## config.mk

```make
export PLATFORM = sky130hd
export DESIGN_NAME = uart_tx_sched
export DESIGN_NICKNAME = d
export VERILOG_FILES = /design/src/rtl/uart_tx_sched.sv
export SDC_FILE = /design/constraint.sdc
export NUM_CORES = 1
export LEC_CHECK = 0
export ABC_AREA = 0
export BUFFER_PORTS_ARGS = -buffer_cell sky130_fd_sc_hd__buf_2
export CAP_MARGIN = 10
export CORE_MARGIN = 2
export CORE_UTILIZATION = 45
export DETAILED_ROUTE_END_ITERATION = 7
export PLACE_DENSITY = 0.73
export SLEW_MARGIN = 20
export SYNTH_ARGS = -nofsm -noshare
export SYNTH_HDL_FRONTEND = slang
export SYNTH_SLANG_ARGS = --single-unit
```

## constraint.sdc

```tcl
create_clock -name clk -period 3 [get_ports clk]
set_input_delay 0.75 -clock clk [delete_from_list [all_inputs] [get_ports clk]]
set_output_delay 0.75 -clock clk [all_outputs]
set_load 0.1 [all_outputs]
```

## src/rtl/uart_tx_sched.sv

```systemverilog
// uart_tx_sched: round-robin scheduler sharing one UART byte serializer among N requesters.
// Optional build macro UART_SCHED_PRIO0_EN: requester 0 becomes strict priority.
module uart_tx_sched #(
  parameter int N          = 4,
  parameter int GAP_CYCLES = 8,
  parameter int START_TO   = 16
) (
  input  logic           clk,
  input  logic           rst,
  input  logic [N-1:0]   req,
  input  logic [8*N-1:0] req_data,
  output logic [N-1:0]   ack,
  output logic [7:0]     tx_data,
  output logic           tx_start,
  input  logic           tx_busy,
  output logic [2:0]     grant_id,
  output logic           sched_idle,
  output logic           start_err
);
  localparam int CMAX = (GAP_CYCLES > START_TO) ? GAP_CYCLES : START_TO;
  localparam int CW   = $clog2(CMAX + 1);
  localparam int PW   = $clog2(N);

  typedef enum logic [2:0] {IDLE, LAUNCH, WAITB, BUSY, GAP} state_t;
  state_t state, stateNxt;

  logic [PW-1:0] rrPtr, rrNxt, selId, idx;
  logic [N-1:0]  reqElig;
  logic [CW-1:0] cnt;
  logic          selHit, prioHit;

  // Rotating scan starting at rrPtr; first eligible requester wins.
  always_comb begin
    reqElig = req;
    selHit  = 1'b0;
    selId   = '0;
    idx     = '0;
`ifdef UART_SCHED_PRIO0_EN
    prioHit    = req[0];
    selHit     = req[0];
    reqElig[0] = 1'b0;
`else
    prioHit = 1'b0;
`endif
    for (int i = 0; i < N; i++) begin
      idx = PW'((int'(rrPtr) + i) % N);
      if (!selHit && reqElig[idx]) begin
        selHit = 1'b1;
        selId  = idx;
      end
    end
  end

  assign rrNxt      = (selId == PW'(N - 1)) ? '0 : selId + PW'(1);
  assign sched_idle = (state == IDLE);

  always_ff @(posedge clk or posedge rst) begin
    if (rst) state <= IDLE;
    else     state <= stateNxt;
  end

  always_comb begin
    stateNxt = state;
    case (state)
      IDLE:   if (selHit) stateNxt = LAUNCH;
      LAUNCH: stateNxt = WAITB;
      WAITB:  if (tx_busy) stateNxt = BUSY;
              else if (cnt == CW'(START_TO - 1)) stateNxt = GAP;
      BUSY:   if (!tx_busy) stateNxt = GAP;
      GAP:    if (cnt == '0) stateNxt = IDLE;
      default: stateNxt = IDLE;
    endcase
  end

  // One counter serves both the start timeout and the inter-frame gap.
  always_ff @(posedge clk or posedge rst) begin
    if (rst) begin
      ack       <= '0;
      tx_data   <= '0;
      tx_start  <= 1'b0;
      grant_id  <= '0;
      start_err <= 1'b0;
      rrPtr     <= '0;
      cnt       <= '0;
    end else begin
      ack      <= '0;
      tx_start <= (state == LAUNCH);
      case (state)
        IDLE: if (selHit) begin
          ack      <= N'(1) << selId;
          tx_data  <= req_data[{selId, 3'b000} +: 8];
          grant_id <= 3'(selId);
          if (!prioHit) rrPtr <= rrNxt;
        end
        LAUNCH: cnt <= '0;
        WAITB: if (!tx_busy) begin
          if (cnt == CW'(START_TO - 1)) begin
            start_err <= 1'b1;
            cnt       <= CW'(GAP_CYCLES);
          end else begin
            cnt <= cnt + CW'(1);
          end
        end
        BUSY: if (!tx_busy) cnt <= CW'(GAP_CYCLES);
        GAP:  if (cnt != '0) cnt <= cnt - CW'(1);
        default: ;
      endcase
    end
  end
endmodule
```

Word level (Yosys, flattened, before mapping)
Index checks and enable logic that the tools add are counted.
- input port bits: 39
- logic and storage cells: 77
- output and inout port bits: 18
- flip-flop bits (word level): 26
- bitwise gates (word level): 1
- shift-type cells: 2
- eq/ne operators: 12
- add/sub/neg operators: 6
- reduce and logical (&&, ||, !) cells: 14
- muxes and demuxes: 30
- $lt $le $gt $ge: 4
- operator list (kind ; count):
    $shiftx A32 B6 Y8 ; 1
    $mux W5 ; 4
    $pmux W5 S4 ; 1
    $mux W3 ; 5
    $pmux W3 S5 ; 1
    $lt A2 B3 Y1 const B ; 4
    $mux W2 ; 5
    $bmux W1 S2 ; 4
    $mux W1 ; 8
    $mux W4 ; 2
    $ne A2 B2 Y1 const B ; 4
    $reduce_and A4 Y1 ; 2
    $eq A3 B2 Y1 const B ; 2
    $add A5 B1 Y5 const B ; 1
    $eq A5 B4 Y1 const B ; 1
    $logic_not A5 Y1 ; 1
    $reduce_bool A5 Y1 ; 1
    $sub A5 B1 Y5 const B ; 1
    $add A2 B1 Y2 const B ; 2
    $add A2 B2 Y2 const B ; 2
    $reduce_bool A4 Y1 ; 1
    $shl A1 B2 Y4 const A ; 1
    $eq A3 B1 Y1 const B ; 1
    $eq A3 B3 Y1 const B ; 1
    9 further kinds ; 13

Logic depth before layout (Yosys ltp)
Gate-level depths: netlist of the first run.
- depth after elaboration: 15
- gate-level depth with buffers: 7
- depth with buffers taken out: 7

Worst setup path before layout of the first run
Ideal clock, no wire load.
- path type: reg2reg
- start: register state[2]
- end: register tx_data[0]
- data required time: 2.913 ns
- setup slack: 0.831 ns
- period minus slack after synthesis: 2.169 ns
- stages on the path, launching flop included: 6
- arrival time: 2.082 ns
- library setup time: 0.087 ns
- path buffers: 1
- cells stage by stage: dfrtp_1 buf_6 nor3_4 and2_1 nand2_2 o221ai_2
- longest elaborated chain between the ends: 2
- ends and longest elaborated chain (element ; RTL line ; RTL):
    start: declaration ; 25 ; state_t state, stateNxt;
    start signal: assignment ; 59 ; else state <= stateNxt;
    $logic_not A3 Y1 ; -- ;
    named net sched_idle ; 17 ; output logic sched_idle,
    $reduce_and A2 Y1 (no line) ; -- ;
    end signal: assignment ; 91 ; tx_data <= req_data[{selId, 3'b000} +: 8];
    end: declaration ; 13 ; output logic [7:0] tx_data,
The timed path passes the listed nets, and every way through them passes these cells.
A chain may end at the register's enable or synchronous reset.

Worst setup path in the final report of the first run
- start: register state[0]
- end: output sched_idle
- longest elaborated chain between the ends: 1
- ends and longest elaborated chain (element ; RTL line ; RTL):
    $logic_not A3 Y1 ; 55 ; assign sched_idle = (state == IDLE);
    end: declaration ; 17 ;
No other way between the ends.

==> results.cfg, run 1 <==
[run_status]
status = finished clean

[synthesis]
ys_warn_count = 0
synth_area_leaders = dfrtp_1, mux2i_1, o221ai_2
syn_avg_cell_area_um2 = 10.3
synth_cell_type_count = 46
synth_ff_type = dfrtp_1
ys_seq_elements = 26
yosysMostFrequentCell = dfrtp_1
synth_cells = 160
syn_area_mm2 = 0.00164
async_flop_share_pct = 100
synth_fp_nets = 206
ys_seq_area_share_pct = 39.6
synth_top_area_share_pct = 39.6
yosys.area.top_type = dfrtp_1
synth_edf_count = 0
ys_top_cells_by_count = dfrtp_1, nand2_1, mux2i_1

[detailed_routing]
postRouteAntennaNets = 0
viasPerCell = 5.27
drc = 0
drt_iter0_markers = 20
vias = 1359
routedWlPerCell_um = 12.8
routed_wl_um = 3310
detailedRoute.firstPassIterationCount = 4

[power_and_ir_drop]
peakVddDrop_mv = 0.814
pwr-share-seq_pct = 26.1
switching_share_pct = 59.0
combPwrFrac_pct = 66.5
p_clk_share_pct = 7.4
internal_power_uw = 992
powerDensity_mw_per_mm2 = 1230
power.total_mw = 2.42
leakage_nw = 0.997
switchingPower_mw = 1.43

[setup_path]
worstReg2RegStart = rrPtr[0]
worstPathMaxFanout = 11
start_kind = register
reg2reg_slack_ns = 1.24
crit_required_ns = 2.25
r2r_cells = 7
crit_type = reg -> out
crit_arrival_ns = 1.75
crit_path_end_kind = primary output
r2r_end = ack[0]

[clocking]
post_cts_resize_count = 0
root_buffer = clkbuf_4
postCtsSetupBuffers = 0
path_clk_slew_ns = 0.14
clkSinkCount = 26
insertion_delay_ns = 0.32
postCtsHoldBufs = 0
clockBufferDepth = 2
htree_num_levels = 1
cts_inserted_buffers = 3
cts_tree = built

[sta]
maxSlewViolCount = 0
rsz0062_at_grt = no
period_share_pct = 83.3
setup_viol = 0
tns_ns = 0
skew_ns = 0.00482
holdWs_ns = 0.445
finalHoldViolations = 0
fmax_mhz = 400
fin_crit_ns = 2.50

[placed_design]
numPortBuffers = 55
routabilityCongestion = 0.804
dp_hpwl_um = 2540
place_area_mm2 = 0.00193

[final_layout]
layout-drive-gt1-share_pct = 38.2
nets = 259
area_growth_syn_to_layout_pct = 19.5
fillers = 328
postLayoutCellArea_mm2 = 0.00196
diodes = 0

[global_route]
grt_pass1_vias = 1318
top_usage_layer = met2
gr-usage-met1_pct = 23.4
met2_usage_pct = 29.6
antenna_found_initial = 0
grt_overflow = 0
grt_max_degree = 27
track_usage_pct = 17.4
grt.met3_usage_pct = 3.47
grt_pass1_wl_um = 5750

[floorplanning]
initial_core_util_pct = 48.1
die_w_um = 64.4
ioPinCount = 57
dieArea_mm2 = 0.00415
die_h_um = 64.4
rows = 21
coreArea_mm2 = 0.00342

[hold_path]
worstHoldPathType = in -> async

[job]
maxCapViolCount = 0
-- cell usage in the layout (no fill, tap or decap), types with 2 or more instances in the layout --
master and n:
a21oi_1 7, a22o_1 2, and3_1 4, buf_2 55
buf_4 2, clkbuf_4 3, dfrtp_1 26, ha_1 7
inv_1 7, mux2i_1 16, nand2_1 18, nand2_2 2
nand2b_1 4, nand3_1 3, nor2_1 10, nor3_1 3
o21ai_0 4, o221ai_2 8, o22ai_1 2, xnor2_1 2
xor2_1 2
-- metrics by stage --
| stage | utilization [%] | cells | worst slack [ns] |
|---|---|---|---|
| after global placement | 56.4 | 254 | 0.747 |
| final | 57.5 | 258 | 0.500 |
| after CTS | 57.5 | 258 | 0.491 |
| after global routing | 57.5 | 258 | 0.389 |
| after detailed placement | 56.4 | 254 | 0.710 |
| after floorplan | - | 160 | 0.831 |
-- worst max path at each step --
stage	startpoint	end	depth (start not counted)
6_report	state[0]	sched_idle	2
5_1_grt	state[0]	sched_idle	2
4_1_cts	state[0]	sched_idle	2
3_5_place_dp	req[0]	tx_data[0]	7
3_3_place_gp	req[0]	ack[2]	8
2_1_floorplan	state[2]	tx_data[0]	5
-- cells by family after synthesis --
family / after synthesis / share of synthesized area (%)
AND/OR/NAND/NOR: 54 / 18.0
multiplexers: 17 / 10.4
other: 1 / 0.228
flip-flops: 26 / 39.6
buffers and inverters: 17 / 5.71
adder cells (fa/ha/maj): 7 / 5.33
XOR/XNOR: 4 / 2.13
AO/OA/AOI/OAI: 34 / 18.5
-- power groups by stage --
| stage | Combinational [mW] | Clock (mW) | Sequential, mW |
|---|---|---|---|
| finish | 1.61 | 0.178 | 0.633 |
| global route | 1.72 | 0.195 | 0.657 |
| CTS | 1.62 | 0.184 | 0.633 |
| detailed placement | 1.62 | 0 | 0.635 |
| global placement | 1.59 | 0 | 0.640 |
| floorplan | 0.843 | 0 | 1.18 |
-- final cells by class --
type / count / area (um^2) / share of cell area, %
inverter: 8 / 30.0 / 1.53
tap: 46 / 57.6 / 2.93
timing repair buffer: 57 / 290 / 14.8
multi-input combinational: 117 / 898 / 45.8
sequential: 26 / 651 / 33.1
clock buffer: 4 / 36.3 / 1.85
-- critical path: stages (launching register included) --
cell and delay, ns:
dfrtp_1 0.56, nor3_4 0.37, buf_2 0.49
-- routing by layer --
| layer | part of all wire [%] | vias up | routed length (um) |
|---|---|---|---|
| met3 | 5.7 | 2 | 188 |
| li1 | - | 675 | - |
| met4 | 0.39 | 0 | 13 |
| met5 | 0 | - | 0 |
| met1 | 47 | 634 | 1540 |
| met2 | 47 | 48 | 1570 |
-- state kept, by name, summed over array words and instances (netlist names) --
register,count
rrPtr,2
grant_id,2
state,3
ack,4
cnt,5
start_err,1
tx_data,8
tx_start,1
No activity file was read; power rests on OpenSTA's default activity.
==> run 2, diff against run 1 <==
--- a/config.mk
+++ b/config.mk
@@ -11,7 +11,7 @@
 export CORE_MARGIN = 2
 export CORE_UTILIZATION = 45
 export DETAILED_ROUTE_END_ITERATION = 7
-export PLACE_DENSITY = 0.73
+export PLACE_DENSITY = 0.76
 export SLEW_MARGIN = 20
 export SYNTH_ARGS = -nofsm -noshare
 export SYNTH_HDL_FRONTEND = slang
==> constraint.sdc (replaced) <==
create_clock -name clk -period 2.05 [get_ports clk]
set_input_delay 0.5125 -clock clk [delete_from_list [all_inputs] [get_ports clk]]
set_output_delay 0.5125 -clock clk [all_outputs]
set_load 0.1 [all_outputs]
==> results.cfg, run 2 (same netlist as run 1, synthesis figures left out) <==
[job]
maxCapViolCount = 0

[power_and_ir_drop]
peakVddDrop_mv = 0.891
switching_share_pct = 58.0
powerDensity_mw_per_mm2 = 1820
switchingPower_mw = 2.16
combPwrFrac_pct = 69.3
pwr-share-seq_pct = 25.1
internal_power_mw = 1.56
p_clk_share_pct = 5.6
power.total_mw = 3.72
leakage_nw = 1.03

[run_status]
status = finished clean

[floorplanning]
die_h_um = 64.4
rows = 21
dieArea_mm2 = 0.00415
die_w_um = 64.4
coreArea_mm2 = 0.00342
ioPinCount = 57
initial_core_util_pct = 48.1

[detailed_routing]
routedWlPerCell_um = 13.0
detailedRoute.firstPassIterationCount = 4
drc = 0
viasPerCell = 5.17
vias = 1361
postRouteAntennaNets = 0
routed_wl_um = 3420
drt_iter0_markers = 39

[sta]
fin_crit_ns = 1.93
setup_ws_ns = 0.119
tns_ns = 0
rsz0062_at_grt = no
maxSlewViolCount = 0
finalHoldViolations = 0
setup_viol = 0
period_share_pct = 94.2
fmax_mhz = 518
skew_ns = 0.00329

[global_route]
grt_overflow = 0
track_usage_pct = 17.3
antenna_found_initial = 0
grt_pass1_vias = 1261
grt_pass1_wl_um = 5720
grt_max_degree = 27

[final_layout]
final_util_pct = 59.7
layout_commonest_cell = buf_2
largest_reg_flops = 8
layout_common_cells = buf_2, dfrtp_1, nand2_1
layout-drive-gt1-share_pct = 40.6
nets = 265
largest_register = tx_data
area_growth_syn_to_layout_pct = 24.2
reg.largest.list = tx_data (8), cnt (5), ack (4)
fillers = 315
postLayoutCellArea_mm2 = 0.00204
diodes = 0

[placed_design]
place_area_mm2 = 0.00199
post-place-ws_ns = 0.0289
dp_hpwl_um = 2670
routabilityCongestion = 0.829
numPortBuffers = 55

[clocking]
htree_num_levels = 1
clockBufferDepth = 2
cts_inserted_buffers = 3
root_buffer = clkbuf_4
cts_tree = built
insertion_delay_ns = 0.30
clkSinkCount = 26
path_clk_slew_ns = 0.13

[setup_path]
start_kind = register
cp-endpoint = sched_idle
r2r_end = rrPtr[1]
crit_path_end_kind = primary output
crit_path_start = state[1]
reg2reg_slack_ns = 0.33
r2r_cells = 7
crit_required_ns = 1.54
worstPathMaxFanout = 10
worstReg2RegStart = rrPtr[1]
crit_arrival_ns = 1.42
crit_type = reg -> out

[hold_path]
worstHoldPathType = in -> async
-- run 2: cell count changes in the layout (fill, tap and decap cells not counted) --
| cell | previous run | this run |
|---|---|---|
| buf_2 | 55 | 54 |
| nand2_8 | 0 | 2 |
| and2_4 | 0 | 1 |
| buf_12 | 0 | 1 |
| buf_4 | 2 | 8 |
| clkbuf_8 | 1 | 0 |
| dfrtp_2 | 0 | 1 |
| and2_1 | 1 | 0 |
| nand2_2 | 2 | 0 |
| dfrtp_1 | 26 | 25 |
-- run 2: worst min-delay path by stage --
stage          slack (ns)       from          to  cells after the start
3_3_place_gp         0.44  start_err   start_err                      1
5_1_grt              0.24        rst  tx_data[0]                      3
3_5_place_dp         0.46  start_err   start_err                      1
6_report             0.23        rst  tx_data[0]                      3
2_1_floorplan        0.50   rrPtr[1]    rrPtr[1]                      2
4_1_cts              0.24        rst  tx_data[6]                      3
-- run 2: what timing repair did --
action	CTS	global route
pin swaps	1	1
resized for setup	0	1
hold buffers	0	0
setup buffers	0	4
setup endpoints to repair	1	1
-- run 2: area by class of cell --
cell class | instances | area, um^2 | share of cell area [%]
Clock buffer | 3 | 22.5 | 1.10
Inverter | 8 | 30.0 | 1.47
Timing Repair Buffer | 63 | 350 | 17.2
Sequential cell | 26 | 652 | 31.9
Multi-Input combinational cell | 117 | 928 | 45.5
Tap cell | 46 | 57.6 | 2.82
-- run 2: metal layers --
layer	global-route usage (%)	up-vias	wire length (um)
met5	0	-	0
met4	3.99	0	25
met2	27.9	43	1580
li1	-	682	-
met3	2.78	2	202
met1	24.6	634	1610
-- run 2: stage by stage --
stage,hold slack (ns),instances
after global routing,0.243,263
after global placement,0.440,256
after floorplan,0.504,160
after detailed placement,0.459,256
final,0.225,263
after CTS,0.240,259
-- run 2: power groups by stage --
stage	clock [mW]	sequential (mW)	combinational (mW)
2_1_floorplan	0	1.73	1.30
3_3_place_gp	0	0.930	2.48
3_5_place_dp	0	0.927	2.53
4_1_cts	0.216	0.924	2.53
5_1_grt	0.244	0.962	2.75
6_report	0.209	0.931	2.58
-- run 2: critical path, cell delays in order (launching register included) --
cell and delay [ns]:
dfrtp_1 0.52, nor3_4 0.37, buf_12 0.22
==> run 3, diff against run 2 <==
--- a/config.mk
+++ b/config.mk
@@ -9,9 +9,9 @@
 export BUFFER_PORTS_ARGS = -buffer_cell sky130_fd_sc_hd__buf_2
 export CAP_MARGIN = 10
 export CORE_MARGIN = 2
-export CORE_UTILIZATION = 45
+export CORE_UTILIZATION = 40
 export DETAILED_ROUTE_END_ITERATION = 7
-export PLACE_DENSITY = 0.76
+export PLACE_DENSITY = 0.69
 export SLEW_MARGIN = 20
 export SYNTH_ARGS = -nofsm -noshare
 export SYNTH_HDL_FRONTEND = slang
==> results.cfg, run 3 (same netlist as run 1, synthesis figures left out) <==
[detailed_routing]
detailedRoute.firstPassIterationCount = 4
routedWlPerCell_um = 13.1
viasPerCell = 5.12
drt_iter0_markers = 71
postRouteAntennaNets = 0
drc = 0
routed_wl_um = 3470
vias = 1361

[final_layout]
nets = 263
area_growth_syn_to_layout_pct = 25.5
layout-drive-gt1-share_pct = 39.8
layout_commonest_cell = buf_2
fillers = 386
layout_common_cells = buf_2, dfrtp_1, nand2_1
largest_reg_flops = 8
largest_register = tx_data
diodes = 0
reg.largest.list = tx_data (8), cnt (5), ack (4)

[power_and_ir_drop]
powerDensity_mw_per_mm2 = 1830
combPwrFrac_pct = 67.3
p_clk_share_pct = 8.8
switchingPower_mw = 2.15
power.total_mw = 3.77
switching_share_pct = 57.0
leakage_nw = 1.03
pwr-share-seq_pct = 24.0
peakVddDrop_mv = 0.827
internal_power_mw = 1.62

[sta]
setup_viol = 0
holdWs_ns = 0.288
tns_ns = 0
rsz0062_at_grt = no
skew_ns = 0.00257
fin_crit_ns = 1.90
period_share_pct = 92.7
maxSlewViolCount = 0
fmax_mhz = 526
finalHoldViolations = 0

[global_route]
grt_pass1_wl_um = 5710
grt_overflow = 0
grt_pass1_vias = 1295
grt_max_degree = 27
track_usage_pct = 16.1
antenna_found_initial = 0

[placed_design]
dp_hpwl_um = 2660
numPortBuffers = 55
routabilityCongestion = 0.850

[floorplanning]
rows = 23
initial_core_util_pct = 41.4
die_w_um = 68.1
dieArea_mm2 = 0.00464
coreArea_mm2 = 0.00397
die_h_um = 68.1
ioPinCount = 57

[clocking]
cts_tree = built
root_buffer = clkbuf_8
cts_inserted_buffers = 3
clkSinkCount = 26
post_cts_resize_count = 0
postCtsHoldBufs = 0
insertion_delay_ns = 0.26
clockBufferDepth = 2
htree_num_levels = 1
path_clk_slew_ns = 0.09
postCtsSetupBuffers = 0

[job]
maxCapViolCount = 0

[setup_path]
crit_required_ns = 1.54
worstReg2RegStart = state[0]
start_kind = register
worstPathMaxFanout = 9
crit_type = reg -> out
crit_path_end_kind = primary output
crit_path_start = state[0]
crit_arrival_ns = 1.39

[run_status]
status = finished clean

[hold_path]
worstHoldPathType = in -> async
run 3: changes by cell type in the layout (fill, tap and decap cells not counted), sizes merged:
| cell | change |
|---|---|
| clkbuf | +1 |
| buf | -2 |
run 3: final timing paths:
path,to,slack [ns],cells after the start
worst max-delay path,sched_idle,0.15,2
worst min-delay path,cnt[4],0.29,3
worst max register to register,cnt[2],0.35,5
worst min register to register,start_err,0.46,1
max in group asynchronous,state[0],1.50,3
min in group clk,start_err,0.46,1
run 3: final cells by class:
| cell class | instances | area [um^2] | area share [%] |
|---|---|---|---|
| well taps | 50 | 62.6 | 3.03 |
| inverters | 8 | 30.0 | 1.46 |
| repair buffers | 61 | 335 | 16.3 |
| multi-input cells | 117 | 928 | 45.0 |
| clock buffers | 4 | 55.1 | 2.67 |
| flip-flops and latches | 26 | 651 | 31.6 |
run 3: power groups by stage:
stage | combinational [mW] | sequential, mW | clock, mW
6_report | 2.54 | 0.905 | 0.331
5_1_grt | 2.70 | 0.935 | 0.364
4_1_cts | 2.56 | 0.903 | 0.342
3_5_place_dp | 2.55 | 0.912 | 0
3_3_place_gp | 2.52 | 0.916 | 0
2_1_floorplan | 1.30 | 1.73 | 0
run 3: critical path, stage by stage (launching register included):
cell and delay (ns):
dfrtp_1 0.49, nor3_4 0.40, buf_12 0.23
run 3: stage by stage:
step / cells / setup slack [ns] / cell area, um^2 / utilization [%]
after global routing: 266 / 0.0886 / 2060 / 51.9
final: 266 / 0.150 / 2060 / 51.9
after CTS: 266 / 0.144 / 2060 / 51.9
after floorplan: 160 / -0.0290 / 1670 / -
after detailed placement: 262 / 0.0788 / 2010 / 50.5
after global placement: 262 / 0.124 / 2010 / 50.5
run 3: metal layers:
layer | wire (um) | vias up | GRT usage, % | share of wire, %
li1 | - | 680 | - | -
met1 | 1580 | 644 | 20.8 | 46
met2 | 1710 | 33 | 28.2 | 49
met3 | 124 | 4 | 1.48 | 3.6
met4 | 53 | 0 | 5.25 | 1.5
met5 | 0 | - | 0 | 0
